<file path="src/rtl/mem_stage_pkg.sv">
// ============================================================================
//  Module  : mem_stage_pkg
//  Purpose : Shared encodings for the memory-access stage. Contains the FSM
//            state codes, load func3 codes, writeback-select codes, store
//            byte masks, the held-op record and the small classification
//            helpers used at accept time.
//  Ports   : none (package)
//  Revision: 1.0 - initial release
// ============================================================================
`default_nettype none

package mem_stage_pkg;

  // FSM state encoding
  localparam logic [1:0] ST_EMPTY    = 2'd0;
  localparam logic [1:0] ST_HOLD     = 2'd1;  // non-memory op held one cycle
  localparam logic [1:0] ST_MEM_WAIT = 2'd2;  // load/store outstanding

  // Load width/sign encodings (func3)
  localparam logic [2:0] F3_LB  = 3'b000;
  localparam logic [2:0] F3_LH  = 3'b001;
  localparam logic [2:0] F3_LW  = 3'b010;
  localparam logic [2:0] F3_LBU = 3'b100;
  localparam logic [2:0] F3_LHU = 3'b101;

  // Writeback select encodings
  localparam logic [1:0] SEL_ALU_LOAD = 2'b00;
  localparam logic [1:0] SEL_IMM      = 2'b01;
  localparam logic [1:0] SEL_PC_IMM   = 2'b10;
  localparam logic [1:0] SEL_ALU      = 2'b11;

  // Store byte masks at lane 0
  localparam logic [3:0] MASK_NONE = 4'b0000;
  localparam logic [3:0] MASK_SB   = 4'b0001;
  localparam logic [3:0] MASK_SH   = 4'b0011;
  localparam logic [3:0] MASK_SW   = 4'b1111;

  // EX/MEM pipeline register contents
  typedef struct packed {
    logic [31:0] alu_out;
    logic [31:0] rv2;
    logic [31:0] pc_imm;
    logic [31:0] imm;
    logic [4:0]  rd;
    logic [1:0]  reg_in_sel;
    logic [3:0]  dwe;
    logic [2:0]  func3;
    logic        mem_reg;
    logic        reg_wr;
  } ex_op_t;

  function automatic logic is_mem_op(input logic mem_reg, input logic [3:0] dwe);
    return mem_reg | (dwe != MASK_NONE);
  endfunction

  // Halfword at an odd address, or word at a non-word-aligned address.
  // Loads classify by func3 (bit 1 set means full word), stores by mask.
  function automatic logic is_misaligned(input logic       mem_reg,
                                         input logic [3:0] dwe,
                                         input logic [2:0] func3,
                                         input logic [1:0] off);
    logic half;
    logic word;
    half = mem_reg ? (func3[1:0] == 2'b01) : (dwe == MASK_SH);
    word = mem_reg ? func3[1]              : (dwe == MASK_SW);
    return (half & off[0]) | (word & (off != 2'b00));
  endfunction

endpackage

`default_nettype wire

</file>
<file path="src/rtl/mem_stage_if.sv">
// ============================================================================
//  Module  : mem_stage_if
//  Purpose : Data-memory request bus between the memory stage and the data
//            memory. Ready-based: a request is held stable until the cycle
//            in which dmem_ready is high, which completes it.
//  Ports   : master modport (stage) drives dmem_req/addr/we/wdata and
//            samples dmem_ready/rdata; slave modport (memory) is the mirror.
//  Revision: 1.0 - initial release
// ============================================================================
`default_nettype none

interface mem_stage_if;
  logic        dmem_req;
  logic [31:0] dmem_addr;
  logic [3:0]  dmem_we;
  logic [31:0] dmem_wdata;
  logic        dmem_ready;
  logic [31:0] dmem_rdata;

  modport master (
    output dmem_req, dmem_addr, dmem_we, dmem_wdata,
    input  dmem_ready, dmem_rdata
  );

  modport slave (
    input  dmem_req, dmem_addr, dmem_we, dmem_wdata,
    output dmem_ready, dmem_rdata
  );
endinterface

`default_nettype wire

</file>
<file path="src/rtl/mem_stage_load_align.sv">
// ============================================================================
//  Module  : load_align
//  Purpose : Purely combinational load extractor. Moves the addressed byte
//            or halfword down to lane 0 and sign/zero extends it per func3.
//  Ports   : rdata_i (32) load word, off_i (2) byte offset, func3_i (3)
//            width/sign; data_o (32) extended result.
//  Revision: 1.0 - initial release
// ============================================================================
`default_nettype none

module load_align
  import mem_stage_pkg::*;
(
  input  logic [31:0] rdata_i,
  input  logic [1:0]  off_i,
  input  logic [2:0]  func3_i,
  output logic [31:0] data_o
);

  logic [31:0] w_shifted;

  assign w_shifted = rdata_i >> {off_i, 3'b000};

  always_comb begin
    data_o = w_shifted;
    case (func3_i)
      F3_LB:   data_o = {{24{w_shifted[7]}}, w_shifted[7:0]};
      F3_LH:   data_o = {{16{w_shifted[15]}}, w_shifted[15:0]};
      F3_LBU:  data_o = {24'h0, w_shifted[7:0]};
      F3_LHU:  data_o = {16'h0, w_shifted[15:0]};
      default: data_o = w_shifted;  // all remaining codes are full word
    endcase
  end

endmodule

`default_nettype wire

</file>
<file path="src/rtl/mem_stage.sv">
// ============================================================================
//  Module  : mem_stage
//  Purpose : Memory-access pipeline stage. Holds the EX/MEM register, issues
//            lane-aligned stores and extended loads on the dmem bus, stalls
//            upstream while an access is outstanding and produces the
//            registered writeback result.
//  Ports   : clk, reset (sync, active-high)
//            in_valid/in_ready/flush  - upstream handshake and kill
//            ex_*_in                  - execute-stage results
//            dmem (mem_stage_if.master) - data memory bus
//            wb_valid/wb_rd/wb_data/wb_reg_wr - registered writeback
//            misalign_trap            - only with MEM_STAGE_MISALIGN_TRAP_EN
//  Config  : MEM_STAGE_MISALIGN_TRAP_EN - misaligned half/word accesses are
//            not issued; they complete as a trap instead.
//  Revision: 1.0 - initial release
// ============================================================================
`default_nettype none

module mem_stage
  import mem_stage_pkg::*;
(
  input  logic         clk,
  input  logic         reset,
  input  logic         in_valid,
  output logic         in_ready,
  input  logic         flush,
  input  logic [31:0]  ex_alu_out_in,
  input  logic [31:0]  ex_rv2_in,
  input  logic [31:0]  ex_pc_imm_in,
  input  logic [31:0]  ex_imm_in,
  input  logic [4:0]   ex_rd_in,
  input  logic [1:0]   ex_reg_in_sel_in,
  input  logic [3:0]   ex_dwe_in,
  input  logic [2:0]   ex_func3_in,
  input  logic         ex_mem_reg_in,
  input  logic         ex_reg_wr_in,
  mem_stage_if.master  dmem,
`ifdef MEM_STAGE_MISALIGN_TRAP_EN
  output logic         misalign_trap,
`endif
  output logic         wb_valid,
  output logic [4:0]   wb_rd,
  output logic [31:0]  wb_data,
  output logic         wb_reg_wr
);

  logic [1:0]  state_q, state_d;
  ex_op_t      op_q;
  logic        killed_q, killed_d;   // flush seen while the access was in flight
  logic        trap_q;               // held op is a misaligned access

  ex_op_t      w_in_op;
  logic        w_in_mem;
  logic        w_in_trap;
  logic        w_accept;
  logic        w_mem_done;
  logic        w_complete;
  logic        w_wb_fire;
  logic        w_issue;
  logic        w_is_load;
  logic        w_is_store;
  logic [1:0]  w_off;
  logic [3:0]  w_we_shift;
  logic [31:0] w_load_data;
  logic [31:0] w_sel_data;
  logic [31:0] w_wb_data;

  assign w_in_op = '{alu_out:    ex_alu_out_in,
                     rv2:        ex_rv2_in,
                     pc_imm:     ex_pc_imm_in,
                     imm:        ex_imm_in,
                     rd:         ex_rd_in,
                     reg_in_sel: ex_reg_in_sel_in,
                     dwe:        ex_dwe_in,
                     func3:      ex_func3_in,
                     mem_reg:    ex_mem_reg_in,
                     reg_wr:     ex_reg_wr_in};

  assign w_in_mem = is_mem_op(ex_mem_reg_in, ex_dwe_in);

`ifdef MEM_STAGE_MISALIGN_TRAP_EN
  assign w_in_trap = w_in_mem &
                     is_misaligned(ex_mem_reg_in, ex_dwe_in, ex_func3_in, ex_alu_out_in[1:0]);
`else
  assign w_in_trap = 1'b0;
`endif

  // ---- handshake -----------------------------------------------------------
  assign w_mem_done = (state_q == ST_MEM_WAIT) & dmem.dmem_ready;
  assign w_complete = (state_q == ST_HOLD) | w_mem_done;
  assign in_ready   = !flush & ((state_q == ST_EMPTY) | (state_q == ST_HOLD) | w_mem_done);
  assign w_accept   = in_valid & in_ready;
  // A flushed access still runs to dmem_ready but must not write back.
  assign w_wb_fire  = w_complete & !flush & !killed_q;

  // ---- dmem bus ------------------------------------------------------------
  assign w_is_load  = op_q.mem_reg;
  assign w_is_store = !op_q.mem_reg & (op_q.dwe != MASK_NONE);
  assign w_off      = op_q.alu_out[1:0];
  // Reset gates the bus so a dropped request is never seen by the memory.
  assign w_issue    = (state_q == ST_MEM_WAIT) & !reset;

  // Lanes shifted past byte 3 fall off the top.
  always_comb begin
    w_we_shift = op_q.dwe;
    case (w_off)
      2'd1:    w_we_shift = {op_q.dwe[2:0], 1'b0};
      2'd2:    w_we_shift = {op_q.dwe[1:0], 2'b00};
      2'd3:    w_we_shift = {op_q.dwe[0], 3'b000};
      default: w_we_shift = op_q.dwe;
    endcase
  end

  assign dmem.dmem_req   = w_issue;
  assign dmem.dmem_addr  = w_issue ? {op_q.alu_out[31:2], 2'b00} : 32'h0;
  assign dmem.dmem_we    = (w_issue & w_is_store) ? w_we_shift : 4'h0;
  assign dmem.dmem_wdata = (w_issue & w_is_store) ? (op_q.rv2 << {w_off, 3'b000}) : 32'h0;

  load_align u_load_align (
    .rdata_i (dmem.dmem_rdata),
    .off_i   (w_off),
    .func3_i (op_q.func3),
    .data_o  (w_load_data)
  );

  // ---- writeback select ----------------------------------------------------
  always_comb begin
    w_sel_data = op_q.alu_out;
    case (op_q.reg_in_sel)
      SEL_IMM:    w_sel_data = op_q.imm;
      SEL_PC_IMM: w_sel_data = op_q.pc_imm;
      default:    w_sel_data = op_q.alu_out;
    endcase
  end

  assign w_wb_data = ((state_q == ST_MEM_WAIT) & w_is_load) ? w_load_data : w_sel_data;

  // ---- next state ----------------------------------------------------------
  always_comb begin
    state_d = state_q;
    if (w_accept) begin
      state_d = (w_in_mem & !w_in_trap) ? ST_MEM_WAIT : ST_HOLD;
    end else if (w_complete | (flush & (state_q != ST_MEM_WAIT))) begin
      state_d = ST_EMPTY;
    end
  end

  always_comb begin
    killed_d = killed_q;
    if (w_accept | w_complete) begin
      killed_d = 1'b0;
    end else if ((state_q == ST_MEM_WAIT) & flush) begin
      killed_d = 1'b1;
    end
  end

  always_ff @(posedge clk) begin
    if (reset) begin
      state_q   <= ST_EMPTY;
      op_q      <= '0;
      killed_q  <= 1'b0;
      trap_q    <= 1'b0;
      wb_valid  <= 1'b0;
      wb_rd     <= 5'd0;
      wb_data   <= 32'h0;
      wb_reg_wr <= 1'b0;
    end else begin
      state_q  <= state_d;
      killed_q <= killed_d;
      if (w_accept) begin
        op_q   <= w_in_op;
        trap_q <= w_in_trap;
      end
      // Only wb_valid drops between results; the data fields hold.
      wb_valid <= w_wb_fire;
      if (w_wb_fire) begin
        wb_rd     <= op_q.rd;
        wb_data   <= w_wb_data;
        wb_reg_wr <= op_q.reg_wr & !w_is_store & !trap_q;
      end
    end
  end

`ifdef MEM_STAGE_MISALIGN_TRAP_EN
  always_ff @(posedge clk) begin
    if (reset) begin
      misalign_trap <= 1'b0;
    end else begin
      misalign_trap <= w_wb_fire & trap_q;
    end
  end
`endif

endmodule

`default_nettype wire

</file>
<file path="src/flat_wrapper.sv">
// flat-port wrapper written by rule: the top's interface ports become plain ports
module mem_stage_flat import mem_stage_pkg::*;
  (clk, reset, in_valid, in_ready, flush, ex_alu_out_in, ex_rv2_in, ex_pc_imm_in, ex_imm_in, ex_rd_in, ex_reg_in_sel_in, ex_dwe_in, ex_func3_in, ex_mem_reg_in, ex_reg_wr_in, wb_valid, wb_rd, wb_data, wb_reg_wr, dmem_dmem_req, dmem_dmem_addr, dmem_dmem_we, dmem_dmem_wdata, dmem_dmem_ready, dmem_dmem_rdata);
  mem_stage_if dmem_i ();
  input  logic clk;
  input  logic reset;
  input  logic in_valid;
  output logic in_ready;
  input  logic flush;
  input  logic [31:0] ex_alu_out_in;
  input  logic [31:0] ex_rv2_in;
  input  logic [31:0] ex_pc_imm_in;
  input  logic [31:0] ex_imm_in;
  input  logic [4:0] ex_rd_in;
  input  logic [1:0] ex_reg_in_sel_in;
  input  logic [3:0] ex_dwe_in;
  input  logic [2:0] ex_func3_in;
  input  logic ex_mem_reg_in;
  input  logic ex_reg_wr_in;
  output logic wb_valid;
  output logic [4:0] wb_rd;
  output logic [31:0] wb_data;
  output logic wb_reg_wr;
  output wire logic [$bits(dmem_i.dmem_req)-1:0] dmem_dmem_req;
  output wire logic [$bits(dmem_i.dmem_addr)-1:0] dmem_dmem_addr;
  output wire logic [$bits(dmem_i.dmem_we)-1:0] dmem_dmem_we;
  output wire logic [$bits(dmem_i.dmem_wdata)-1:0] dmem_dmem_wdata;
  input wire logic [$bits(dmem_i.dmem_ready)-1:0] dmem_dmem_ready;
  input wire logic [$bits(dmem_i.dmem_rdata)-1:0] dmem_dmem_rdata;
  assign dmem_dmem_req = dmem_i.dmem_req;
  assign dmem_dmem_addr = dmem_i.dmem_addr;
  assign dmem_dmem_we = dmem_i.dmem_we;
  assign dmem_dmem_wdata = dmem_i.dmem_wdata;
  assign dmem_i.dmem_ready = dmem_dmem_ready;
  assign dmem_i.dmem_rdata = dmem_dmem_rdata;
  mem_stage u_core (.clk(clk), .reset(reset), .in_valid(in_valid), .in_ready(in_ready), .flush(flush), .ex_alu_out_in(ex_alu_out_in), .ex_rv2_in(ex_rv2_in), .ex_pc_imm_in(ex_pc_imm_in), .ex_imm_in(ex_imm_in), .ex_rd_in(ex_rd_in), .ex_reg_in_sel_in(ex_reg_in_sel_in), .ex_dwe_in(ex_dwe_in), .ex_func3_in(ex_func3_in), .ex_mem_reg_in(ex_mem_reg_in), .ex_reg_wr_in(ex_reg_wr_in), .dmem(dmem_i), .wb_valid(wb_valid), .wb_rd(wb_rd), .wb_data(wb_data), .wb_reg_wr(wb_reg_wr));
endmodule
</file>
<file path="config.mk">
export PLATFORM = sky130hd
export DESIGN_NAME = mem_stage_flat
export DESIGN_NICKNAME = d
export VERILOG_FILES = /design/src/rtl/mem_stage_pkg.sv /design/src/rtl/mem_stage_if.sv /design/src/rtl/mem_stage_load_align.sv /design/src/rtl/mem_stage.sv /design/src/flat_wrapper.sv
export SDC_FILE = /design/constraint.sdc
export NUM_CORES = 1
export LEC_CHECK = 0
export BUFFER_PORTS_ARGS = -buffer_cell sky130_fd_sc_hd__buf_2
export CAP_MARGIN = 0
export CELL_PAD_IN_SITES_DETAIL_PLACEMENT = 1
export CELL_PAD_IN_SITES_GLOBAL_PLACEMENT = 2
export CORE_MARGIN = 3
export CORE_UTILIZATION = 32
export DETAILED_ROUTE_END_ITERATION = 8
export PLACE_DENSITY_LB_ADDON = 0.1
export SETUP_SLACK_MARGIN = 0.15
export SKIP_CTS_REPAIR_TIMING = 1
export SLEW_MARGIN = 20
export SYNTH_ARGS = -nofsm -noshare
export SYNTH_HDL_FRONTEND = slang
export SYNTH_SLANG_ARGS = --single-unit
</file>
<file path="constraint.sdc">
create_clock -name clk -period 3.1 [get_ports clk]
set_clock_uncertainty 0.15 [all_clocks]
set_input_delay 0.31 -clock clk [delete_from_list [all_inputs] [get_ports clk]]
set_output_delay 0.31 -clock clk [all_outputs]
set_load 0.01 [all_outputs]
</file>
; ---- After elaboration in Yosys (flattened, before gate mapping)
; Index checks and enable logic that the tools add are counted.
[word_totals]
regBits = 186
output_inout_bits = 109
elab_cells = 68
[classes]
n_eq_ne = 11
shifts = 2
n_mux = 10
bitwise_logic = 18
n_reduce_logical = 11
[op_table]
columns = cell, count
row1 = $pmux 32 s4, 1
row2 = $mux 32, 3
row3 = $pmux 32 s2, 1
row4 = $shl 32x5->32, 1
row5 = $shr 32x5->32, 1
row6 = $and 1x1->1, 12
row7 = $pmux 4 s3, 1
row8 = $eq 2x2->1 const B, 4
row9 = $reduce_bool 4->1, 2
row10 = $eq 2x1->1 const B, 3
row11 = $eq 3x3->1 const B, 2
row12 = $mux 2, 3
row13 = $or 1x1->1, 6
row14 = $logic_not 1->1, 5
row15 = $mux 4, 1
row16 = $eq 3x1->1 const B, 1
row17 = $logic_not 3->1, 1
row18 = $logic_not 2->1, 1
row19 = $ne 2x2->1 const B, 1
row20 = $reduce_bool 2->1, 1
row21 = $reduce_or 2->1, 1

; ---- Logic depth before layout (Yosys ltp)
[logic_depth]
ltp_word = 7
ltp_mapped = 8
ltp_nobuf = 6

; ---- Modules after synthesis
; A second synthesis with hierarchy kept.
[unflattened]
cells_unflattened = 1222
hier_area_um2 = 10924.2
[by_module_without_submodules]
columns = module, instances, cells_each, area_per_inst_um2
row1 = mem_stage, 1, 1115, 10229.8
row2 = load_align, 1, 107, 694.4

; ---- Worst setup path before layout
; Ideal clock, no wire load.
[synth_timing]
path_kind = flip-flop to output port
start = register u_core.op_q[113] (netlist bit)
end = output dmem_dmem_we[3]
arrival_ps = 1664
setup_slack_ps = 976
path_stages_with_launch = 7
n_path_buf = 4
cell_sequence = dfxtp_1 -> buf_2 -> buf_2 -> buf_2 -> buf_2 -> a211oi_1 -> a211oi_1
[synth_between]
elab_chain_cells = 3
elab_cells_between_ends = 5
classes_between = eq/ne (3) / mux (2)
[synth_rtl]
columns = element, line_no
row1 = start: declaration, mem_stage.sv:48  ; ex_op_t op_q;
row2 = start signal: assignment, mem_stage.sv:171  ; op_q <= w_in_op;
row3 = $eq 2x2->1 / $eq 2x1->1 (equally long branches), mem_stage.sv:106  ; case (w_off)
row4 = $pmux 4 s3 *, mem_stage.sv:106
row5 = $mux 4 *, mem_stage.sv:116  ; assign dmem.dmem_we = (w_issue & w_is_store) ? w_we_shift : 4'h0;
row6 = end: declaration, flat_wrapper.sv:26  ; output wire logic [$bits(dmem_i.dmem_we)-1:0] dmem_dmem_we;
; Mark *: on every way between the ends. The rest lies on a longest branch, timed or not.

; ---- Final worst setup path
[layout_timing]
start = register u_core.op_q[113] (netlist bit)
end = output dmem_dmem_wdata[17]
[layout_between]
elab_chain_cells = 2
[layout_rtl]
columns = element, line_no
row1 = $shl 32x5->32, mem_stage.sv:117  ; assign dmem.dmem_wdata = (w_issue & w_is_store) ? (op_q.rv2 << {w_off, 3'b000}) : 32'h0;
row2 = $mux 32, mem_stage.sv:117
row3 = end: declaration, flat_wrapper.sv:27  ; output wire logic [$bits(dmem_i.dmem_wdata)-1:0] dmem_dmem_wdata;
; No other way between the ends.

==> qor.csv <==
stage;metric;value;unit
final_layout;drive_gt1_frac;0.275;
logic_synthesis;synth_top_area_cell;dfxtp_1;
critical_path;startpoint;u_core.op_q[113];
power;ir_worst_vdd;0.000240;V
logic_synthesis;synth_area;8780;um2
drt;ant_nets;0;
place;gp_congestion;0.788;
cts;clk_pin_slew;0.08;ns
critical_path;cp_slowest_cell;nor2b_2;
sta;finalCritPeriodShare;0.843;
floorplanning;fp-row-count;60;
cts;cts_root_buf;clkbuf_16;
drt;wl_met1;14200;um
drt;dr.pass1.iters;5;
place;port_buffers;287;
drt;routed_via_density;4.98;
cts;cts_buffers;17;
place;hpwl;24800;um
logic_synthesis;synthTopCellsByArea;dfxtp_1, mux2i_1, nor2_1;
floorplanning;ioPinCount;290;
outcome;violations;hold timing;
logic_synthesis;async_reset_ff_frac;0;
final_layout;fin_util;0.448;
flow_run;maxCapViolations;0;
final_layout;nets;1510;
hold_path;min_from;ex_rv2_in[6];
logic_synthesis;yosysUniqueCellTypes;40;
logic_synthesis;synth_mux_area_frac;0.207;
critical_path;critPathMaxStageDelay;0.44;ns
logic_synthesis;yosysMostFrequentCell;nor2_1;
sta;worst_pin_slew;0.802;ns
critical_path;end_kind;primary output;
power;power.density;467;nW/um2
logic_synthesis;synthTopCellsByCount;nor2_1, dfxtp_1, mux2i_1;
sta;min_period;2.61;ns
logic_synthesis;ys_ff_latch;186;
logic_synthesis;synth_edf_count;0;
floorplanning;start_util;0.326;
drt;drc;0;
sta;holdWs;-0.0443;ns
logic_synthesis;syn_area_per_cell;8.93;um2
logic_synthesis;yosysTopAreaCellShare;0.424;
sta;rsz0062_at_grt;false;
sta;relSlewSlack;0.464;
final_layout;antenna_cells;0;
critical_path;path_cells;buf_4, nor2b_2, buf_4, a21oi_1, nor2_1, buf_2;
sta;setup_viol_count_final;0;
cts;cts_max_level;4;
logic_synthesis;yosys_warnings;0;
grt;antenna_found_initial;2;
grt;grt_usage;0.216;
cts;cts_tree;built;
power;leakagePower;5.10;nW
floorplanning;core-area;27000;um2
logic_synthesis;synth-xor-area-share;0;
sta;final_max_slew_viol_count;0;
hold_path;min_path_type;input port to flop;
logic_synthesis;synth_top_family_by_area;multiplexers;
cts;clock_latency;0.44;ns
critical_path;start_kind;flop;
grt;grt_max_degree;72;
drt;maxUsedRoutingLayer;met5;
logic_synthesis;ys_seq_area_frac;0.424;
place;place_inst;1555;
sta;tns;0;ns
outcome;status;complete, but fails checks;
drt;drt-total-wl;33700;um
logic_synthesis;synth_ff_type;dfxtp_1;
logic_synthesis;synth_compound_area_frac;0.139;
logic_synthesis;synth_simple_gate_area_frac;0.183;
sta;fmax;383;MHz
drt;wl_met3;1970;um
cts;cts.path.max_buffers;2;
critical_path;crit_type;flop to primary output;
logic_synthesis;synth_fa_ha_area_frac;0.00285;
critical_path;path_common_cell;buf_4;
floorplanning;die_area;29500;um2
floorplanning;fp.dieH;172;um
drt;vias;8374;
cts;cts_sinks;186;
drt;wl_per_cell;20.0;um
logic_synthesis;netlist_instances;984;
critical_path;crit_fanout;11;
final_layout;fillers;3196;
grt;grt_pass1_wl;48300;um
drt;dr_wl_met2;17000;um
critical_path;critPathBufInv;3;
critical_path;required;2.64;ns
final_layout;stdcell_count;1681;
grt;grt_pass1_vias;8053;
sta;hold_viol;42;
floorplanning;chipWidth;172;um
final_layout;syn_to_final_growth;37.5;%
drt;drtIter0Drc;455;
critical_path;cp_top_family;buffers and inverters;
grt;grt-ovfl-total;0;
critical_path;arrival;2.15;ns
critical_path;timing.rr.start;u_core.state_q[1];
-- placed cells by master, fill, tap and decap left out, types with 3 or more instances in the layout --
master	n
nand2_1	58
nor2b_1	27
a32o_1	22
a31oi_1	3
clkinv_8	4
buf_2	286
mux2_2	8
o21ai_0	16
mux2i_1	170
inv_1	3
clkbuf_16	17
and2_1	40
nor2_1	196
a211oi_1	33
o211ai_1	14
buf_4	25
nand3b_1	5
dlygate4sd3_1	94
nand2b_1	3
a221oi_1	10
a22oi_1	22
nor3_1	20
a21oi_1	40
nor3b_2	3
dfxtp_1	184
inv_6	5
-- state kept, by name, summed over array words and instances (netlist names) --
name,cells
u_core.wb_reg_wr,1
u_core.state_q,2
u_core.killed_q,1
u_core.op_q,143
u_core.wb_rd,5
u_core.wb_data,32
u_core.wb_valid,1
u_core.w_is_load,1
-- worst register-to-register path: stages (launching register included) --
cell,delay (ns)
dfxtp_1,0.48
nand3b_1,0.16
a211oi_2,0.73
buf_4,0.34
nor2_1,0.08
a311oi_1,0.26
-- per-layer routing --
layer  up-vias  GRT usage
met1      4022      0.259
met4         2     0.0549
met5         -          0
li1       4138          -
met2       188      0.386
met3        24     0.0526
-- power by group --
| part | internal [mW] | switching [mW] | total [mW] |
|---|---|---|---|
| Clock | 1.16 | 1.10 | 2.26 |
| Sequential | 2.49 | 0.0812 | 2.57 |
| Combinational | 0.392 | 0.420 | 0.812 |
-- through the flow --
step                      hold WS, ns  instance area [um2]  worst slack [ns]  total power [mW]
final                         -0.0443                12100             0.486              5.64
after global routing         -0.00169                12100             0.338              5.91
after CTS                     -0.0588                11100             0.247              5.62
after floorplan                 0.281                 8790             0.976              3.04
after global placement          0.292                10500             0.686              3.34
after detailed placement        0.300                10500             0.676              3.35
-- cells by family (layout without fill, tap and decap cells) --
| group | count (synthesis) | in the layout |
|---|---|---|
| simple gates | 360 | 360 |
| compound gates | 168 | 168 |
| buf+inv | 88 | 443 |
| mux | 179 | 179 |
| fa+ha+maj | 2 | 2 |
| other cells | 1 | 2 |
| flops | 186 | 186 |
-- final cells by class --
cell class              count  area, um2  share of cell area
clock inverters            15        184              0.0152
repair buffers            408       2610               0.216
inverters                   3       11.3            0.000932
flip-flops and latches    186       3730               0.308
well taps                 341        427              0.0353
multi-input cells         711       4690               0.389
clock buffers              17        425              0.0352
-- path summary, 6_finish.rpt --
| kind | end | slack, ns | cells past startpoint |
|---|---|---|---|
| max | dmem_dmem_wdata[17] | 0.49 | 6 |
| min | u_core.op_q[86] | -0.04 | 3 |
| max reg2reg | u_core.wb_data[31] | 0.79 | 5 |
| min reg2reg | u_core.wb_rd[1] | 0.31 | 2 |
Power figures use the tool's default switching activity.
